**config.mk**
```make
export PLATFORM = sky130hd
export DESIGN_NAME = div_radix2
export DESIGN_NICKNAME = d
export VERILOG_FILES = /design/src/rtl/div_radix2_pkg.sv /design/src/rtl/div_radix2.sv
export SDC_FILE = /design/constraint.sdc
export NUM_CORES = 1
export LEC_CHECK = 0
export BUFFER_PORTS_ARGS = -buffer_cell sky130_fd_sc_hd__buf_4
export CORE_UTILIZATION = 42
export DETAILED_ROUTE_END_ITERATION = 8
export PLACE_DENSITY_LB_ADDON = 0.05
export SYNTH_ARGS = -nofsm -noshare
export SYNTH_HDL_FRONTEND = slang
export SYNTH_SLANG_ARGS = --single-unit
export TNS_END_PERCENT = 1
```
**constraint.sdc**
```tcl
create_clock -name clk -period 3.76 [get_ports clk]
set_input_delay 0.376 -clock clk [delete_from_list [all_inputs] [get_ports clk]]
set_output_delay 0.376 -clock clk [all_outputs]
set_load 0.005 [all_outputs]
```
**src/rtl/div_radix2_pkg.sv**
```systemverilog
// div_radix2_pkg: shared state encoding, latency constant and sign helper for the radix-2 divider.
package div_radix2_pkg;

   typedef enum logic [1:0] {IDLE, PREP, CALC, DONE} state_t;

   // Edges from the accept edge to the edge that raises dout_tvalid.
   localparam int DIV_LATENCY = 34;

   function automatic logic [31:0] neg_if(input logic n, input logic [31:0] v);
      return n ? -v : v;
   endfunction

endpackage

```
**src/rtl/div_radix2.sv**
```systemverilog
// div_radix2: multi-cycle radix-2 restoring divider returning {quotient, remainder}.
module div_radix2 import div_radix2_pkg::*; #(
   parameter int SIGNED = 1
) (
   input  logic        clk,
   input  logic        resetn,
   input  logic [31:0] s_axis_divisor_tdata,
   input  logic        s_axis_divisor_tvalid,
   output logic        s_axis_divisor_tready,
   input  logic [31:0] s_axis_dividend_tdata,
   input  logic        s_axis_dividend_tvalid,
   output logic        s_axis_dividend_tready,
   output logic [63:0] m_axis_dout_tdata,
   output logic        m_axis_dout_tvalid
);

   localparam bit SG = SIGNED != 0;

   state_t      state;
   logic [4:0]  cnt;
   logic [31:0] dvd, dvs, dvs_abs, rem, quo;
   logic        q_neg, r_neg, acc, ge;
   logic [32:0] sh;
   logic [31:0] sub;

   assign acc = resetn && state == IDLE && s_axis_divisor_tvalid && s_axis_dividend_tvalid;
   assign s_axis_divisor_tready  = acc;
   assign s_axis_dividend_tready = acc;

   // The partial remainder is always below the divisor, so the 32-bit difference is exact.
   assign sh  = {rem, quo[31]};
   assign ge  = sh >= {1'b0, dvs_abs};
   assign sub = sh[31:0] - dvs_abs;

   always_ff @(posedge clk) begin
      if (!resetn) begin
         state              <= IDLE;
         cnt                <= '0;
         dvd                <= '0;
         dvs                <= '0;
         dvs_abs            <= '0;
         rem                <= '0;
         quo                <= '0;
         q_neg              <= 1'b0;
         r_neg              <= 1'b0;
         m_axis_dout_tdata  <= '0;
         m_axis_dout_tvalid <= 1'b0;
      end else begin
         case (state)
            IDLE: begin
               m_axis_dout_tvalid <= 1'b0;
               if (acc) begin
                  dvd   <= s_axis_dividend_tdata;
                  dvs   <= s_axis_divisor_tdata;
                  state <= PREP;
               end
            end
            PREP: begin
               dvs_abs <= neg_if(SG && dvs[31], dvs);
               quo     <= neg_if(SG && dvd[31], dvd);
               q_neg   <= SG && (dvd[31] ^ dvs[31]);
               r_neg   <= SG && dvd[31];
               rem     <= '0;
               cnt     <= 5'd31;
               state   <= CALC;
            end
            CALC: begin
               rem   <= ge ? sub : sh[31:0];
               quo   <= {quo[30:0], ge};
               cnt   <= cnt - 5'd1;
               state <= cnt == 5'd0 ? DONE : CALC;
            end
            DONE: begin
               // Divide-by-zero bypasses the sign fix-up entirely.
               m_axis_dout_tdata  <= dvs == '0 ? {32'hFFFF_FFFF, dvd}
                                                : {neg_if(q_neg, quo), neg_if(r_neg, rem)};
               m_axis_dout_tvalid <= 1'b1;
               state              <= IDLE;
            end
         endcase
      end
   end

endmodule

```
# Word level (Yosys, flattened, before mapping)
# Index checks and enable logic that the tools add are counted.
# classes
n_addsub	6
multipliers	0
div	0
magnitude_cmp	1
n_eq_ne	4
shift	0
n_mux	13
bitwise	1
reduce_logical	9
# ops
operator	n
$mux W32	5
$neg A32 Y32	4
$pmux W32 S2	2
$mux W64	1
$ge A33 B32 Y1	1
$logic_not A32 Y1	1
$sub A32 B32 Y32	1
$pmux W5 S2	1
$pmux W2 S4	1
$logic_not A5 Y1	1
$sub A5 B1 Y5 const B	1
$eq A2 B2 Y1 const B	2
$reduce_bool A2 Y1	2
$logic_and A1 B1 Y1	3
$eq A2 B1 Y1 const B	1
$logic_not A2 Y1	1
$mux W2	1
$ne A2 B2 Y1 const B	1
$pmux W1 S2	1
$reduce_and A2 Y1	1
$mux W1	1
$xor A1 B1 Y1	1
# totals
register_bits	234
latch_bits	0
mem_bits_rw	0
mem_bits_ro	0
in_bits	68
output_inout_bits	67
wordCells	45
n_memories	0

# Longest topological paths before layout
# depth
ltp_word	6
mapped_depth	13
depth_no_buf	13

# Worst setup path before layout
# OpenSTA, ideal clock, no wires.
# synth_timing
path_type	flip-flop to flip-flop
from	register quo[31]
to	register rem[30]
setup_time_ps	122
arrival_ps	2945
slack_ps	694
stages_incl_launch_ff	14
path_buffers	0
synth_period_minus_slack_ps	3066
path_cell_list	dfxtp_1 -> inv_1 -> ha_1 -> inv_1 -> fa_1 -> a21o_1 -> a221oi_1 -> o21a_1 -> o21ai_0 -> a21boi_0 -> o21a_1 -> o21ai_0 -> xor2_1 -> a221o_1
# synth_between
elab_chain_cells	3
# synth_lines
element	line_no	rtl
start, declared	div_radix2.sv:21	logic [31:0] dvd, dvs, dvs_abs, rem, quo;
start signal, assigned	div_radix2.sv:60	quo <= neg_if(SG && dvd[31], dvd);
start signal, assigned	div_radix2.sv:69	quo <= {quo[30:0], ge};
$sub A32 B32 Y32 / $ge A33 B32 Y1 (equally long branches)	div_radix2.sv:33, div_radix2.sv:32	
$mux W32 *	div_radix2.sv:68	rem <= ge ? sub : sh[31:0];
$pmux W32 S2 *	div_radix2.sv:49	case (state)
end signal, assigned	div_radix2.sv:68	
end, declared	div_radix2.sv:21	
# Mark *: on every way between the ends. The rest lies on a longest branch, timed or not.
# A chain may end at the register's enable or synchronous reset.

# Worst setup path after layout
# layout_timing
from	register rem[7]
to	register rem[30]
# layout_between
elab_chain_cells	3
# layout_lines
element	line_no
$sub A32 B32 Y32 / $ge A33 B32 Y1 (equally long branches)	div_radix2.sv:33, div_radix2.sv:32
$mux W32 *	div_radix2.sv:68
$pmux W32 S2 *	div_radix2.sv:49
# Marked as above.

==> impl_results.md <==
- Status: completed
- Top post-synthesis cells by area: dfxtp_1 (35%), o21ai_0 (8.9%), nand2_1 (8.3%), xor2_1 (7.6%), mux2i_1 (5.9%)
- CP dominant cell by count: nor2_1
- Syn Area/Cell: between 8 and 9 µm²
- Initial antenna violation count: 0
- Req. time, crit path: 4.19 ns
- Compound-gate portion of the synthesized area: 21.9%
- Worst slew pin tran: roughly 1.1 ns
- Wire per inst: 16.9 µm
- CTS H-tree lvls: 1
- Tmin final: 3.31 ns
- DR iter-0 viols: between 700 and 800
- Hpwl dp: approximately 27 mm
- Die height: around 180 µm
- Async SR Flop Fraction: 0%
- Full die area: approximately 0.033 mm²
- Pwr dens: ~650 mW/mm²
- Crit Path Max Fanout: 14
- Cts hold-fix bufs: 0
- Fin worst setup slack: ~0.45 ns
- Top Family by Delay on Critical Path: compound AO/OA/AOI/OAI gates
- Area growth from synthesis to layout: 18.3%
- Largest net degree at the start of global routing: around 210
- Skew-Pair Late Insertion Delay: approximately 0.55 ns
- Dominant cell by count in the synthesized netlist: nand2_1
- Vias in the first global route: 11.3k
- Post-synthesis simple-gate area fraction: a little under a fifth
- Leakage: between 6 and 7 nW
- Synthesized area: 0.0134 mm²
- Maximum VDD drop: between 0.0004 and 0.0005 V
- Setup Total Neg Slack: 0 ns
- Drt via density: between 5 and 6
- Initial DRT Pass Iterations: 5
- Bufs and invs on worst path: 1
- Starting Density: between 40 and 50%
- Fin crit share: 88.0%
- Setup Slack @ Placement: around 0.51 ns
- Yosys reg bits: between 200 and 250
- CTS root buffer: clkbuf_16
- Max Slew Vio Count: 0
- Fraction of layout cells with a size suffix above 1: between 10% and 20%
- Most used DFF post-synth: dfxtp_1
- Metal2 WL: around 18 mm
- Slew margin rel.: roughly 30%
- DRC viols: 0
- Clk sinks: 234
- Top-area cell type share of the netlist area: 34.9%
- Hold slack final: ~0.017 ns
- Max-Cap Viols: 0
- Final setup violation count: 0
- Distinct cell type count after synthesis: 63
- Multiplexer share of the synthesized area: just under 6%
- HP Class: in2reg
- CTS buffer count: 28
- WS Path Type: reg2reg
- Synth cell count leaders: nand2_1 (296), o21ai_0 (239), dfxtp_1 (234)
- Core footprint: approximately 0.032 mm²
- Cells after Synth: around 1.7k
- Synth Net Count: ~1.8k
- Crit end category: flip-flop
- Met3 wire length: between 1 and 1.5 mm
- Final worst clock skew: roughly 0.011 ns
- Clk buf depth: 3
- Post-DRT Antenna Nets: 0
- Slowest cell delay on critical path: about 0.50 ns
- Met1 Routed Length: between 15 and 20 mm
- GR Overflow Total: 0
- Rows: 65
- # diodes: 0
- Post-cts sizing count: 0
- Post-synthesis adder-cell area fraction: 4.15%
- Final hold vios: 0
- Crit-path cells: ha_1, a21oi_1, nor2_1, a2111oi_0, o21ai_1, a31oi_1, nor3_1, o32ai_4, buf_4, nor2_1, a221o_1
- Reg clk slew, reported paths: approximately 0.060 ns
- Top Layer Used: met4
- Crit path arrival time: 3.74 ns
- RSZ-0062 raised after global routing: no
- CP max stage cell: dfxtp_1
- Largest family of logic cells by synthesized area: compound AO/OA/AOI/OAI gates
- Die Wd: 181 µm
- GRT Overall Usage: between 20% and 30%
- CTS tree: yes
- Sequential area share after synthesis: between 30% and 40%
- Port buffer count: around 130
- IO Pins: around 140
- Max Freq: roughly 0.30 GHz
- Crit path launch type: flip-flop
- Register area: ~0.0047 mm²
- Post-CTS Setup Repair Bufs: 0
- Number of synthesized flops with an enable pin: 0
- Area of the multi-input gates: 0.00816 mm²
- Cell taking the most area after synthesis: dfxtp_1
- Fill cell count: roughly 3.2k
- Final core utilization: 50.4%
- Syn. warnings: 0
- Final nets: between 1.5k and 2k
- DRT Wirelength: 37.1 mm
- First-pass GRT wire length: between 60 and 70 mm
- Xor/xnor share of the synthesized area: 9.51%
- Final RePlAce weighted congestion: 0.875
- Via count: about 12k
-- metal layers --
metal	GRT usage (%)	vias up
met5	0	-
met4	7.08	0
met3	2.54	53
met2	40.0	224
met1	28.8	5506
li1	-	6098
-- stage by stage --
stage | total power [W] | cells | cell area [µm²]
2_1_floorplan | 0.00622 | 1677 | 13400
3_3_place_gp | 0.00742 | 2138 | 14900
3_5_place_dp | 0.00745 | 2138 | 14900
4_1_cts | 0.0104 | 2190 | 15900
5_1_grt | 0.0110 | 2190 | 15900
6_report | 0.0103 | 2190 | 15900
-- final cells by class --
class	instances	area share, %
inverter	52	1.23
multi-input combinational	1273	51.3
tap	402	3.16
timing repair buffer	177	8.59
clock buffer	39	5.18
sequential	234	29.5
clock inverter	13	1.09
-- worst register-to-register path, cell delays in order (launching register included) --
cell,delay (ns)
dfxtp_1,0.50
ha_1,0.37
a21oi_1,0.22
nor2_1,0.05
a2111oi_0,0.39
o21ai_1,0.17
a31oi_1,0.20
nor3_1,0.09
o32ai_4,0.51
buf_4,0.34
nor2_1,0.07
a221o_1,0.29
-- cell usage in the layout (no fill, tap or decap), types with 16 or more instances in the layout --
master and n:
a21oi_1 36, a31oi_1 41, buf_4 174, clkbuf_16 29
dfxtp_1 234, ha_1 39, inv_1 52, mux2i_1 79
nand2_1 296, nand3_1 24, nor2_1 41, nor2b_1 60
o211a_1 31, o21ai_0 239, o31ai_1 35, o41ai_1 22
or4_1 16, xnor2_1 30, xor2_1 116
-- state kept, by name (all words and copies together) (netlist names) --
| register | flops |
|---|---|
| m_axis_dout_tdata | 64 |
| state | 2 |
| cnt | 5 |
| quo | 32 |
| r_neg | 1 |
| dvs_abs | 32 |
| dvd | 32 |
| rem | 32 |
| q_neg | 1 |
| dvs | 32 |
| m_axis_dout_tvalid | 1 |
-- cells by family (layout without fill, tap and decap cells) --
kind of cell,after synthesis,in the layout
muxes,79,79
DFF,234,234
buffers and inverters,170,281
AOI/OAI and AO/OA,471,471
and+or+nand+nor,533,533
xor gates and xnor gates,146,146
adders and majority gates,44,44
-- path summary, 6_finish.rpt --
path / start / slack [ns] / cells past startpoint / endpoint
worst max-delay path: rem[7]$_SDFFE_PN0P_ / 0.45 / 11 / rem[30]$_SDFFE_PN0P_
worst min-delay path: s_axis_dividend_tdata[8] / 0.02 / 3 / dvd[8]$_SDFFE_PN0P_
worst max register to register: rem[7]$_SDFFE_PN0P_ / 0.45 / 11 / rem[30]$_SDFFE_PN0P_
worst min register to register: dvs[18]$_SDFFE_PN0P_ / 0.46 / 2 / dvs[18]$_SDFFE_PN0P_
-- report_power, final --
group          switching, W  internal, W  total (W)
Sequential         0.000366      0.00282    0.00318
Combinational       0.00248      0.00173    0.00421
Clock               0.00109      0.00180    0.00289
(Power assumes the default switching activity.)
